**src/rtl/cricket_pkg.sv**
```systemverilog
// Shared types and widths for the cricket game-state engine.
package cricket_pkg;

    typedef enum logic [1:0] {
        ST_INN1  = 2'd0,
        ST_BREAK = 2'd1,
        ST_INN2  = 2'd2,
        ST_DONE  = 2'd3
    } state_e;

    localparam logic [2:0] OUTCOME_WICKET = 3'd7;

    localparam int RUNS_W = 8;
    localparam int WKT_W  = 4;
    localparam int BALL_W = 6;

    // Runs stick at the top of the display range rather than wrapping.
    function automatic logic [RUNS_W-1:0] sat_add_runs(input logic [RUNS_W-1:0] runs,
                                                       input logic [2:0]        outcome);
        logic [RUNS_W:0] sum;
        sum = {1'b0, runs} + {{(RUNS_W-2){1'b0}}, outcome};
        return sum[RUNS_W] ? '1 : sum[RUNS_W-1:0];
    endfunction

endpackage

```
**src/rtl/cricket_scorekeeper_innings_tally.sv**
```systemverilog
// Runs/wickets/balls counters for one innings; reused for both innings via clear_i.
module innings_tally
    import cricket_pkg::*;
#(
    parameter int BALLS_PER_INNING = 12,
    parameter int MAX_WICKETS      = 10
) (
    input  logic              clk_i,
    input  logic              rst_i,
    input  logic              clear_i,
    input  logic              ball_valid_i,
    input  logic [2:0]        ball_outcome_i,
    output logic [RUNS_W-1:0] runs_o,
    output logic [WKT_W-1:0]  wickets_o,
    output logic [BALL_W-1:0] balls_o,
    output logic [RUNS_W-1:0] runs_next_o,
    output logic              innings_end_o
);

    logic [RUNS_W-1:0] runs_q,  runs_d;
    logic [WKT_W-1:0]  wkts_q,  wkts_d;
    logic [BALL_W-1:0] balls_q, balls_d;

    always_comb begin
        runs_d  = runs_q;
        wkts_d  = wkts_q;
        balls_d = balls_q;
        if (clear_i) begin
            runs_d  = '0;
            wkts_d  = '0;
            balls_d = '0;
        end else if (ball_valid_i) begin
            if (ball_outcome_i == OUTCOME_WICKET) begin
                wkts_d = wkts_q + WKT_W'(1);
            end else begin
                runs_d = sat_add_runs(runs_q, ball_outcome_i);
            end
            balls_d = balls_q + BALL_W'(1);
        end
    end

    // Post-ball view lets the controller change state on the same edge the ball lands.
    assign runs_next_o   = runs_d;
    assign innings_end_o = (wkts_d == WKT_W'(MAX_WICKETS)) ||
                           (balls_d == BALL_W'(BALLS_PER_INNING));

    always_ff @(posedge clk_i or posedge rst_i) begin
        if (rst_i) begin
            runs_q  <= '0;
            wkts_q  <= '0;
            balls_q <= '0;
        end else begin
            runs_q  <= runs_d;
            wkts_q  <= wkts_d;
            balls_q <= balls_d;
        end
    end

    assign runs_o    = runs_q;
    assign wickets_o = wkts_q;
    assign balls_o   = balls_q;

endmodule

```
**src/rtl/cricket_scorekeeper.sv**
```systemverilog
// Two-innings cricket game controller: innings sequencing, target latch and result.
module cricket_scorekeeper
    import cricket_pkg::*;
#(
    parameter int BALLS_PER_INNING = 12,
    parameter int MAX_WICKETS      = 10
) (
    input  logic              clk_fpga,
    input  logic              reset,
    input  logic              ball_valid,
    input  logic [2:0]        ball_outcome,
    input  logic              next_inning,
    input  logic              new_game,
    output logic [RUNS_W-1:0] binaryRuns,
    output logic [WKT_W-1:0]  binaryWickets,
    output logic [BALL_W-1:0] balls_bowled,
    output logic              inningOver,
    output logic              gameOver,
    output logic              winner,
    output logic              tie
);

    state_e            state_q;
    logic [RUNS_W-1:0] target_q;
    logic              inning_over_q, game_over_q, winner_q, tie_q;

    logic              in_play, count_en, tally_clear, innings_end, chase_won;
    logic [RUNS_W-1:0] runs_next;

    assign in_play     = (state_q == ST_INN1) || (state_q == ST_INN2);
    assign count_en    = ball_valid && in_play;
    assign tally_clear = ((state_q == ST_BREAK) && next_inning) ||
                         ((state_q == ST_DONE)  && new_game);
    assign chase_won   = runs_next > target_q;

    innings_tally #(
        .BALLS_PER_INNING (BALLS_PER_INNING),
        .MAX_WICKETS      (MAX_WICKETS)
    ) u_tally (
        .clk_i          (clk_fpga),
        .rst_i          (reset),
        .clear_i        (tally_clear),
        .ball_valid_i   (count_en),
        .ball_outcome_i (ball_outcome),
        .runs_o         (binaryRuns),
        .wickets_o      (binaryWickets),
        .balls_o        (balls_bowled),
        .runs_next_o    (runs_next),
        .innings_end_o  (innings_end)
    );

    always_ff @(posedge clk_fpga or posedge reset) begin
        if (reset) begin
            state_q       <= ST_INN1;
            target_q      <= '0;
            inning_over_q <= 1'b0;
            game_over_q   <= 1'b0;
            winner_q      <= 1'b0;
            tie_q         <= 1'b0;
        end else begin
            case (state_q)
                ST_INN1: begin
                    if (count_en && innings_end) begin
                        state_q       <= ST_BREAK;
                        target_q      <= runs_next;
                        inning_over_q <= 1'b1;
                    end
                end
                ST_BREAK: begin
                    if (next_inning) begin
                        state_q       <= ST_INN2;
                        inning_over_q <= 1'b0;
                    end
                end
                ST_INN2: begin
                    // A chase win on the last ball still counts as a win, not exhaustion.
                    if (count_en && (chase_won || innings_end)) begin
                        state_q     <= ST_DONE;
                        game_over_q <= 1'b1;
                        winner_q    <= chase_won;
                        tie_q       <= !chase_won && (runs_next == target_q);
                    end
                end
                ST_DONE: begin
                    if (new_game) begin
                        state_q     <= ST_INN1;
                        target_q    <= '0;
                        game_over_q <= 1'b0;
                        winner_q    <= 1'b0;
                        tie_q       <= 1'b0;
                    end
                end
                default: state_q <= ST_INN1;
            endcase
        end
    end

    assign inningOver = inning_over_q;
    assign gameOver   = game_over_q;
    assign winner     = winner_q;
    assign tie        = tie_q;

endmodule

```
**config.mk**
```make
export PLATFORM = sky130hd
export DESIGN_NAME = cricket_scorekeeper
export DESIGN_NICKNAME = d
export VERILOG_FILES = /design/src/rtl/cricket_pkg.sv /design/src/rtl/cricket_scorekeeper_innings_tally.sv /design/src/rtl/cricket_scorekeeper.sv
export SDC_FILE = /design/constraint.sdc
export NUM_CORES = 1
export LEC_CHECK = 0
export BUFFER_PORTS_ARGS = -buffer_cell sky130_fd_sc_hd__buf_2
export CAP_MARGIN = 20
export CORE_MARGIN = 5
export CORE_UTILIZATION = 60
export CTS_BUF_LIST = sky130_fd_sc_hd__clkbuf_8
export CTS_CLUSTER_SIZE = 40
export DETAILED_ROUTE_END_ITERATION = 10
export PLACE_DENSITY_LB_ADDON = 0.1
export SETUP_SLACK_MARGIN = 0.3
export SLEW_MARGIN = 25
export SYNTH_ARGS = -nofsm -noshare
export SYNTH_HDL_FRONTEND = slang
export SYNTH_SLANG_ARGS = --single-unit
```
**constraint.sdc**
```tcl
create_clock -name clk_fpga -period 8.1 [get_ports clk_fpga]
set_input_delay 0.405 -clock clk_fpga [delete_from_list [all_inputs] [get_ports clk_fpga]]
set_output_delay 0.405 -clock clk_fpga [all_outputs]
set_load 0.03 [all_outputs]
```
==> results, run 1 <==
- The run finished with clean final reports.
- The insertion delay of the later-clocked pin in the worst-skew pair is 0.29 ns.
- The via count of the first global-routing pass is 1,648.
- The upper clock frequency limit is 228.2 MHz.
- The number of cells upsized or downsized after cts is 0.
- The total area of multi-input combinational cells is 1131 um2.
- In this run the tightest slew margin relative to its limit is 0.5692.
- The net count of the finished layout is 265.
- Counting the buffers created by CTS gives 5.
- Measured on the finished design, the core utilization comes to 0.6998.
- Counting the fill cells in the layout gives 263.
- The length of the first detailed-routing pass in iterations is 4.
- The combined buffer and inverter count along the critical path is 1.
- The uppermost metal layer occupied by signal nets is met4.
- The level count of the clock H-tree is 2.
- The worst hold path belongs to the class input pin to asynchronous set/reset pin.
- In the synthesized netlist, the number of instances is 206.
- No sink is reached through more buffers than the 2 on the longest clock path.
- The combined global-route utilization of all metal layers is 0.2262.
- The row count is 21.
- Among cell families on the critical path, the largest total delay comes from compound AO/OA/AOI/OAI gates.
- The number of endpoints with negative hold slack in the final report is 0.
- For this design, the CTS-stage hold fixing added 0 buffers.
- The transition time of the tightest slew-check pin is 0.6420 ns.
- The worst setup slack before clock tree synthesis is 3.800 ns.
- Setup repair after global routing left no endpoint under its margin.
- The data arrival time of the worst path is 4.55 ns.
- Once detailed placement completed, the half-perimeter wirelength came to 3.301 mm.
- The maximum number of pins on one net before global-route repair is 33.
- The antenna violation net count after detailed routing is 0.
- The fraction of synthesis flops using an asynchronous set or reset pin is 1.000.
- Measured along the x axis, the die boundary spans 67.96 um.
- The post-route fraction of the period consumed by the critical path is 0.5410.
- The post-CTS setup buffer count is 0.
- The first global-routing pass estimated 7.700 mm of wire.
- The via count normalized by instance count is 5.975.
- The area of placed instances is 2202 um2.
- The most numerous cell type found on the critical path is ha_1.
- The worst register-to-register path begins at state_q[0]$_DFFE_PP0P_.
- The number of diodes is 0.
- The effective utilization at floorplan is 0.6137.
- CTS placed an instance of clkbuf_8 at the clock tree root.
- The final period demand of the worst path is 4.382 ns.
- The initial antenna violation count was 0.
- The core area is 3284 um2.
- Dividing the detail-routed wire length by the instance count gives 16.29 um.
- The area of the die is 4619 um2.
- Across all setup checks in the final design, the least slack found is 3.718 ns.
- The portion of the post-synthesis area used by sequential elements is 0.3973.
- Counting flops and latches in the post-synthesis netlist gives 32.
- The total overflow reported by the global router is 0.
- 30 I/O pins were placed.
- The count of warnings emitted by yosys is 0.
- Summed over all nets, wire length on met2 after detailed routing comes to 2.301 mm.
- The TritonCTS clock tree is done.
- The analysis attributes to cell leakage a power of 1.097 nW.
- The total wirelength of the detailed-routed design is 4.643 mm.
- The synthesized netlist contains 54 unique library cells.
- Max-cap violations in this run came to 0.
- The number of enable-type register cells in the synthesized netlist is 0.
- Clock-pin slew was measured on the worst setup and hold paths at 0.07 ns.
- The area growth from synthesis to layout is 14.03%.
- Leaving out fill and tap cells, the most frequent cells in the layout are dfrtp_1 (32), buf_2 (29), nand2_1 (19).
- In the routed design, unresolved DRC markers number 0.
- The number of port buffers is 29.
- The final hold slack is 0.1744 ns.
- The final-report max-slew violation count is 0.
- The largest vdd supply drop is 0.0002108 V.
- The weighted congestion at the end of routability-driven global placement is 0.9304.
- Setup total negative slack on the finished layout was measured at 0 ns.
- The endpoint of the most critical register-to-register path is state_q[1]$_DFFE_PP0P_.
- In this run the cell area of the synthesized design comes to 2016 um2.
- The largest stage delay on the critical path is 0.45 ns.
- The endpoint required time on the critical path is 8.27 ns.
- The sequential cells in the finished layout cover a total of 800.8 um2.
- The power density relative to cell area is 327.1 nW/um2.
- Leaving out fill and tap cells, the most frequent cell in the layout is dfrtp_1.
- The nature of the critical path endpoint is a register.
- The largest individual stage delay along the critical path comes from the cell a211oi_1.
- The routed metal-1 wire length is 2.062 mm.
- The critical path is of the register to register type.
- After routing the design area is 2298 um2.
- The critical path goes through inv_1, ha_1, o21a_1, nand2_1, nor2_1, a31oi_1, a211oi_1, ha_1, a21oi_1, o21ai_0, o31ai_1, mux2i_1, o31a_1, o31ai_2, mux2_1.
- The iteration-0 DRC count of the detailed router is 85.
- The number of clock sinks is 32.
- The die extent in y is 67.96 um.
- The worst setup path is launched from a register.
- Of all nets on the critical path, the largest fanout is 10.
- The maximum clock skew at final layout is 0.005180 ns.
- Setup violations remaining at the end of the flow were counted as 0.
- The routed design uses 202 um of met3 wire.
- The synthesized area per cell is 9.785 um2.
- The cell count along the critical path is 15.
- In the final layout, the share of cells above drive strength 1 is 0.1925.
- Counting every net in the synthesized netlist gives 232.
- The slack of the worst reg-to-reg path is 3.72 ns.
- The most instantiated flip-flop cell in the synthesis netlist is dfrtp_1.
- Measured in cells, the most critical reg-to-reg path has a length of 15.
- The total via count in the routed design is 1,703.
## power by group
part           total, mW  internal [mW]  switching, mW
clock network      0.137         0.0757         0.0612
logic              0.388          0.141          0.248
registers          0.226          0.191         0.0352
total              0.752          0.407          0.344
## per-layer routing
layer	vias to the layer above	track usage
met5	-	0
met4	0	0.07444
met3	8	0.05419
met2	45	0.3779
met1	823	0.2869
li1	827	-
## synthesized netlist by cell type (all sizes together) (6+ instances only)
cell type,number,area (um2)
dfrtp,32,800.8
nand2,19,71.32
ha,17,212.7
nor2,17,63.81
inv,16,60.06
a21oi,9,48.80
a22o,8,70.07
and3,6,42.54
nor3,6,30.03
o21ai,6,33.78
## how the worst max path moves through the flow
stage,start,end,slack (ns)
5_1_grt,state_q[0]$_DFFE_PP0P_,state_q[1]$_DFFE_PP0P_,3.39
3_3_place_gp,state_q[0]$_DFFE_PP0P_,state_q[1]$_DFFE_PP0P_,3.99
6_report,state_q[0]$_DFFE_PP0P_,state_q[1]$_DFFE_PP0P_,3.72
3_5_place_dp,state_q[0]$_DFFE_PP0P_,state_q[1]$_DFFE_PP0P_,3.80
2_1_floorplan,u_tally.runs_o[0]$_DFF_PP0_,state_q[1]$_DFFE_PP0P_,4.29
4_1_cts,state_q[0]$_DFFE_PP0P_,state_q[1]$_DFFE_PP0P_,3.71
## registers in the layout, summed over array words and instances (netlist names)
signal and flops:
u_tally.wickets_o 4, tie 1, inningOver 1, gameOver 1, winner 1, state_q 2, u_tally.runs_o 8, target_q 8
u_tally.balls_o 6
## stage by stage
| stage | instances | power [mW] |
|---|---|---|
| global placement | 278 | 0.5962 |
| global route | 285 | 0.8022 |
| CTS | 285 | 0.7525 |
| floorplan | 206 | 0.5232 |
| finish | 285 | 0.7517 |
| detailed placement | 278 | 0.6127 |
## cell type report
class                      instances  share of cell area
clock buffer                       7             0.04192
inverter                          16             0.02613
multi-input combinational        154              0.4921
sequential                        32              0.3484
tap                               46             0.02504
timing repair buffer              30             0.06641
## worst register-to-register path, stage by stage (launching register included)
cell and delay, ns:
dfrtp_1 0.40, inv_1 0.14, ha_1 0.35, o21a_1 0.41
nand2_1 0.13, nor2_1 0.26, a31oi_1 0.12, a211oi_1 0.45
ha_1 0.36, a21oi_1 0.18, o21ai_0 0.15, o31ai_1 0.26
mux2i_1 0.11, o31a_1 0.36, o31ai_2 0.24, mux2_1 0.35
## kinds of logic (layout without fill, tap and decap cells)
group | after synthesis | after routing | synth area share
adders and majority gates | 18 | 18 | 0.1155
xor gates and xnor gates | 8 | 8 | 0.03476
DFF | 32 | 32 | 0.3973
buffers and inverters | 20 | 53 | 0.04158
muxes | 2 | 2 | 0.01055
and+or+nand+nor | 69 | 69 | 0.1701
AOI/OAI and AO/OA | 57 | 57 | 0.2303
(Power assumes the default switching activity.)
==> run 2: changes to the inputs <==
Settings changed: CORE_UTILIZATION 60 to 53.
Clock period 8.1 ns to 3.8 ns, I/O delays scaled along.
==> run 2 against run 1 <==
Clock skew fell by 0.0026 ns. Clock-buffer cell count shrank 1. Wire length up 4.6%. Setup slack worse by 3.5 ns.
==> results, run 2 (same netlist as run 1, synthesis figures left out) <==
- The count of pins on the block boundary was 30 (unchanged).
- The number of clock sinks is 32 (unchanged).
- Setup repair after global routing could not meet its margin everywhere.
- The post-route fraction of the period consumed by the critical path is 0.9543 (+0.4133).
- The core area is 3661 um2 (+11%).
- The category of cells accounting for the largest share of critical-path delay is compound AO/OA/AOI/OAI gates.
- The maximum clock skew at final layout is 0.002589 ns (-0.002591 ns).
- The die extent in y was 71.67 um (+5.5%).
- The combined global-route utilization of all metal layers is 0.1998 (-0.02637).
- The cell at the slowest stage of the critical path is dfrtp_2.
- The total wirelength of the detailed-routed design is 4.856 mm (+4.6%).
- The number of diodes is 0 (unchanged).
- The final-report max-slew violation count is 0 (unchanged).
- The area growth from synthesis to layout is 28.31%.
- The area of placed instances is 2317 um2 (+5.2%).
- The global-route wire length before repair came to 8.148 mm (+5.8%).
- The largest vdd supply drop came to 0.0004547 V (+120%).
- The upper clock frequency limit was 275.8 MHz (+21%).
- The worst setup path is captured at a register.
- The iteration-0 DRC count of the detailed router is 111 (+31%).
- The most frequent standard cell in the layout excluding fill and tap cells is dfrtp_1.
- The headroom to the max-slew limit is 0.5669 (-0.002208).
- The final-layout fill cell count is 270 (+2.7%).
- The power density relative to cell area came to 686.3 nW/um2 (+110%).
- The via count normalized by instance count is 5.761 (-3.6%).
- The TritonCTS clock tree is done.
- The critical path goes through ha_4, fa_2, and2_4, o2111ai_4, nand2_2, nor3_2, a211oi_2, ha_1, a21oi_2, o21ai_2, o31ai_2, mux2i_1, o31a_1, o31ai_4, mux2_1.
- The run finished with clean final reports.
- The DRC violation count after routing came to 0 (unchanged).
- The routed wire length per instance is 15.66 um (-3.8%).
- In this run the worst hold path is classified as input pin to register.
- The level count of the clock H-tree is 2 (unchanged).
- The static leakage is 1.225 nW (+12%).
- The data arrival time of the worst path is 3.79 ns (-0.76 ns).
- The effective utilization at floorplan came to 0.5506 (-0.06313).
- The via count of the first global-routing pass was 1,790 (+8.6%).
- The final standard cell utilization of the core is 0.7064 (+0.006615).
- The antenna violation net count after detailed routing is 0 (unchanged).
- The total via count in the routed design is 1,786 (+4.9%).
- The weighted congestion at the end of routability-driven global placement was 0.8874 (-4.6%).
- The finished layout cell area is 2586 um2 (+13%).
- The number of endpoints with negative hold slack in the final report is 0 (unchanged).
- The largest stage delay on the critical path was 0.42 ns (-0.03 ns).
- The chip width is 71.67 um (+5.5%).
- The initial antenna violation count is 0 (unchanged).
- The fraction of final layout cells with drive strength greater than 1 is 0.3397 (+0.1472).
- The count of maximum capacitance violations is 0 (unchanged).
- The maximum number of pins on one net before global-route repair was 33 (unchanged).
- The layout net count is 287 (+8.3%).
- The clock tree root buffer cell is clkbuf_8.
- The row count is 22 (+4.8%).
- The number of buffers between clock root and the deepest sink is 2 (unchanged).
- STA classifies the critical path startpoint as a register.
- The combined buffer and inverter count along the critical path is 0 (-1).
- The library cells used most frequently in the layout, excluding fill and tap cells, are dfrtp_1 (31), buf_2 (29), buf_4 (22).
- The insertion delay of the later-clocked pin in the worst-skew pair is 0.28 ns (about the same).
- The area of the die is 5137 um2 (+11%).
- The final period demand of the worst path was 3.626 ns (-0.7559 ns).
- The number of port buffers was 29 (unchanged).
- The biggest fanout along the worst timing path is 4 (-6).
- The length of the first detailed-routing pass in iterations was 4 (unchanged).
- The number of clock buffers inserted by TritonCTS is 5 (unchanged).
- The endpoint required time on the critical path was 3.96 ns (-4.31 ns).
- The total overflow reported by the global router was 0 (unchanged).
- The setup violation total in the final timing report came to 0 (unchanged).
- The transition time of the tightest slew-check pin is 0.6453 ns (+0.003291 ns).
- The kind of critical path is register to register.
- The setup total negative slack is 0 ns (unchanged).
- The clock slew seen by the registers of the worst setup and hold paths is 0.07 ns (about the same).
- The post-detailed-placement half-perimeter wirelength is 3.490 mm (+5.7%).
==> run 2: worst paths after layout <==
path	startpoint	end	slack [ns]	depth (start not counted)
setup reg to reg	u_tally.runs_o[0]$_DFF_PP0_	state_q[1]$_DFFE_PP0P_	0.17	15
setup / recovery	u_tally.runs_o[0]$_DFF_PP0_	state_q[1]$_DFFE_PP0P_	0.17	15
min in group asynchronous	reset	u_tally.balls_o[3]$_DFF_PP0_	0.53	4
max in group asynchronous	reset	u_tally.runs_o[0]$_DFF_PP0_	2.95	4
hold / removal	next_inning	inningOver$_DFFE_PP0P_	0.30	3
hold reg to reg	target_q[1]$_DFFE_PP0P_	target_q[1]$_DFFE_PP0P_	0.51	1
==> run 2: metal layers <==
metal | GRT usage | part of all wire | vias to the layer above
li1 | - | - | 869
met1 | 0.2515 | 0.43 | 855
met2 | 0.3378 | 0.49 | 55
met3 | 0.04067 | 0.060 | 7
met4 | 0.07307 | 0.016 | 0
met5 | 0 | 0 | -
==> run 2: power breakdown <==
| group | internal (mW) | switching [mW] | leakage [nW] |
|---|---|---|---|
| Combinational | 0.424 | 0.600 | 0.746 |
| Clock | 0.142 | 0.124 | 0.0538 |
| Sequential | 0.408 | 0.0755 | 0.426 |
| Total | 0.975 | 0.800 | 1.23 |
==> run 2: layout make-up <==
cell class	count	area, um2	share of cell area
Clock buffer	6	82.58	0.03193
Clock inverter	2	7.507	0.002903
Inverter	16	60.06	0.02322
Multi-Input combinational cell	154	1254	0.4848
Sequential cell	32	802.0	0.3101
Tap cell	48	60.06	0.02322
Timing Repair Buffer	52	320.3	0.1239
==> run 2: worst min-delay path, stage by stage <==
cell	delay [ns]
buf_2	0.11
a21boi_0	0.11
o22ai_1	0.12
==> run 2: timing repair <==
item / CTS / global route
resized for setup: 16 / 5
pin swaps: 12 / 6
setup buffers: 8 / 3
hold endpoints to repair: 32 / 0
gates cloned: 0 / 0
hold buffers: 1 / 0
endpoints found under the setup margin: 5 / 5
==> run 2: metrics by stage <==
step	total power [mW]	cells	hold slack [ns]	worst slack [ns]
after floorplan	1.131	206	0.3061	0.2477
after global placement	1.348	290	0.2870	0.1312
after detailed placement	1.377	290	0.3001	0.006448
after CTS	1.728	307	0.2962	0.2109
after global routing	1.908	310	0.3338	0.01208
final	1.775	310	0.2966	0.1735
==> run 3: changes to the inputs <==
==> constraint.sdc (replaced) <==
create_clock -name clk_fpga -period 3.8 [get_ports clk_fpga]
set_input_delay 0.19 -clock clk_fpga [delete_from_list [all_inputs] [get_ports clk_fpga]]
set_output_delay 0.19 -clock clk_fpga [all_outputs]
set_load 0.005 [all_outputs]
==> run 3 against run 2 <==
Register-to-register slack barely moved. Critical endpoint unchanged. Critical path type unchanged. Hold slack better by 0.0040 ns. Total power increased by 0.64%. Non-clock buffer count increased by 1. Clock-buffer cell count increased by 1. Wire length up 10%. Setup slack got worse by 0.0024 ns. Global-route usage rose by 0.51 points. Largest cell class unchanged. Clock power up 7%. First-iteration DRC count shrank 2.7%. Cell area increased by 1.5%.
==> results, run 3 (same netlist as run 1, synthesis figures left out) <==
- The slack of the worst reg-to-reg path came to 0.17 ns (about the same).
- The iteration-0 DRC count of the detailed router is 108 (-2.7%).
- The number of diodes was 0 (unchanged).
- The weighted congestion at the end of routability-driven global placement is 0.8532 (-3.9%).
- The via count normalized by instance count is 6.039 (+4.8%).
- The upper clock frequency limit came to 275.6 MHz (about the same).
- The tightest min-delay check is of the input pin to register type.
- The post-route non-filler standard cell count is 310 (unchanged).
- The chip width is 71.67 um (unchanged).
- The total overflow reported by the global router is 0 (unchanged).
- The final-layout fill cell count is 272 (+0.74%).
- The initial antenna violation count is 0 (unchanged).
- The insertion delay of the later-clocked pin in the worst-skew pair is 0.28 ns (about the same).
- The core area is 3661 um2 (unchanged).
- The TritonCTS clock tree is done.
- The global-route wire length before repair is 8.424 mm (+3.4%).
- The startpoint of the tightest hold check path is next_inning.
- The endpoint required time on the critical path is 3.97 ns (about the same).
- The nature of the critical path endpoint is a register.
- The final standard cell utilization of the core is 0.7174 (+0.01094).
- The final hold slack is 0.3006 ns (+0.003986 ns).
- The largest vdd supply drop is 0.0004196 V (-7.7%).
- The endpoint identified for the worst register-to-register timing path is state_q[1]$_DFFE_PP0P_.
- The DRC violation count after routing is 0 (unchanged).
- The number of port buffers is 29 (unchanged).
- The clock slew seen by the registers of the worst setup and hold paths came to 0.06 ns (about the same).
- The area of the die is 5137 um2 (unchanged).
- The kind of critical path is register to register.
- The final-report max-slew violation count is 0 (unchanged).
- The row count is 22 (unchanged).
- The fraction of final layout cells with drive strength greater than 1 was 0.3550 (+0.01527).
- The number of clock sinks is 32 (unchanged).
- The static leakage is 1.256 nW (+2.5%).
- The instance count after placement with tap cells included is 290 (unchanged).
- The power density relative to cell area came to 680.2 nW/um2 (-0.90%).
- The level count of the clock H-tree is 2 (unchanged).
- The data arrival time of the worst path is 3.80 ns (about the same).
- The number of endpoints with negative hold slack in the final report is 0 (unchanged).
- The maximum clock skew at final layout is 0.004127 ns (+0.001538 ns).
- The routed wire length per instance is 17.30 um (+10%).
- The combined global-route utilization of all metal layers came to 0.2049 (+0.005094).
- The tree is rooted in a clkbuf_8.
- The total wirelength of the detailed-routed design is 5.363 mm (+10%).
- The number of clock buffers inserted by TritonCTS is 5 (unchanged).
- The layout net count is 288 (+0.35%).
- Setup repair after global routing could not meet its margin everywhere.
- The post-detailed-placement half-perimeter wirelength is 3.638 mm (+4.2%).
- The area growth from synthesis to layout is 30.29%.
- The effective utilization at floorplan is 0.5506 (unchanged).
- The number of cells on the worst hold path came to 3 (unchanged).
- In this run the critical register-to-register path is launched from u_tally.runs_o[0]$_DFF_PP0_.
- The setup total negative slack is 0 ns (unchanged).
- The count of pins on the block boundary came to 30 (unchanged).
- The via count of the first global-routing pass is 1,838 (+2.7%).
- The post-route fraction of the period consumed by the critical path is 0.9550 (about the same).
- The die extent in y is 71.67 um (unchanged).
- The count of maximum capacitance violations is 0 (unchanged).
- In the layout the commonest cells are dfrtp_1 (32), buf_2 (29), buf_4 (22).
- The critical path startpoint category is a register.
- The maximum number of pins on one net before global-route repair is 33 (unchanged).
- The setup violation total in the final timing report is 0 (unchanged).
- The total via count in the routed design is 1,872 (+4.8%).
- The flow ran to the end, and the final reports show no timing, DRC or antenna violations.
- The transition time of the tightest slew-check pin is 0.6623 ns (+0.01708 ns).
- The final period demand of the worst path is 3.629 ns (+0.002378 ns).
- The path with the worst hold slack has its endpoint at inningOver$_DFFE_PP0P_.
- The number of buffers between clock root and the deepest sink is 2 (unchanged).
- The biggest fanout along the worst timing path is 3 (-1).
- The library cell used most frequently in the layout, excluding fill and tap cells, is dfrtp_1.
- The headroom to the max-slew limit is 0.5555 (-0.01147).
- The length of the first detailed-routing pass in iterations was 4 (unchanged).
- The antenna violation net count after detailed routing is 0 (unchanged).
- The depth of the most critical reg-to-reg path is 15 (unchanged).
run 3: routing by layer:
layer | global-route usage | part of all wire | vias up
li1 | - | - | 875
met1 | 0.2323 | 0.40 | 909
met2 | 0.3653 | 0.51 | 65
met3 | 0.04628 | 0.059 | 23
met4 | 0.08977 | 0.028 | 0
met5 | 0 | 0 | -
run 3: worst max-delay path: stages, from the launching register on:
cell and delay [ns]:
dfrtp_1 0.38, ha_2 0.19, fa_2 0.34, and2_4 0.19, o2111ai_4 0.23, nand2_4 0.10, nor3_4 0.13, a211oi_2 0.10
ha_1 0.32, a21oi_2 0.15, o21ai_2 0.09, o31ai_1 0.23, mux2i_1 0.11, o31a_1 0.32, o31ai_4 0.30, mux2_4 0.32
run 3: layout make-up:
class                   instances  area, um2  share of cell area
clock buffers                   7      96.34             0.03668
well taps                      48      60.06             0.02287
multi-input cells             154       1277              0.4864
repair buffers                 53      331.6              0.1263
inverters                      16      60.06             0.02287
flip-flops and latches         32      800.8              0.3049
run 3: worst max-delay path by stage:
stage,cells after the start,startpoint,endpoint,slack (ns)
detailed placement,14,u_tally.runs_o[0]$_DFF_PP0_,state_q[1]$_DFFE_PP0P_,0.06
global placement,14,u_tally.runs_o[0]$_DFF_PP0_,state_q[1]$_DFFE_PP0P_,0.18
finish,15,u_tally.runs_o[0]$_DFF_PP0_,state_q[1]$_DFFE_PP0P_,0.17
global route,14,u_tally.runs_o[0]$_DFF_PP0_,state_q[1]$_DFFE_PP0P_,0.13
CTS,15,u_tally.runs_o[0]$_DFF_PP0_,state_q[1]$_DFFE_PP0P_,0.20
floorplan,14,u_tally.runs_o[0]$_DFF_PP0_,state_q[1]$_DFFE_PP0P_,0.30
run 3: timing repair:
action | 4_1_cts | 5_1_grt
setup endpoints to repair | 3 | 5
endpoints found under the hold margin | 32 | 0
hold buffers | 1 | 0
setup buffers | 8 | 4
resized for setup | 8 | 21
pin swaps | 7 | 13
run 3: stage by stage:
stage	setup WS [ns]	instance area, um2	total power [mW]
finish	0.1712	2626	1.786
global route	0.1303	2626	1.901
CTS	0.2003	2496	1.629
detailed placement	0.05944	2297	1.275
global placement	0.1825	2297	1.245
floorplan	0.3035	2033	1.026
run 3: report_power, final:
| group | internal (mW) | total (mW) | switching, mW |
|---|---|---|---|
| logic | 0.466 | 1.02 | 0.549 |
| clock network | 0.161 | 0.286 | 0.125 |
| registers | 0.407 | 0.484 | 0.0767 |
| total | 1.04 | 1.79 | 0.751 |
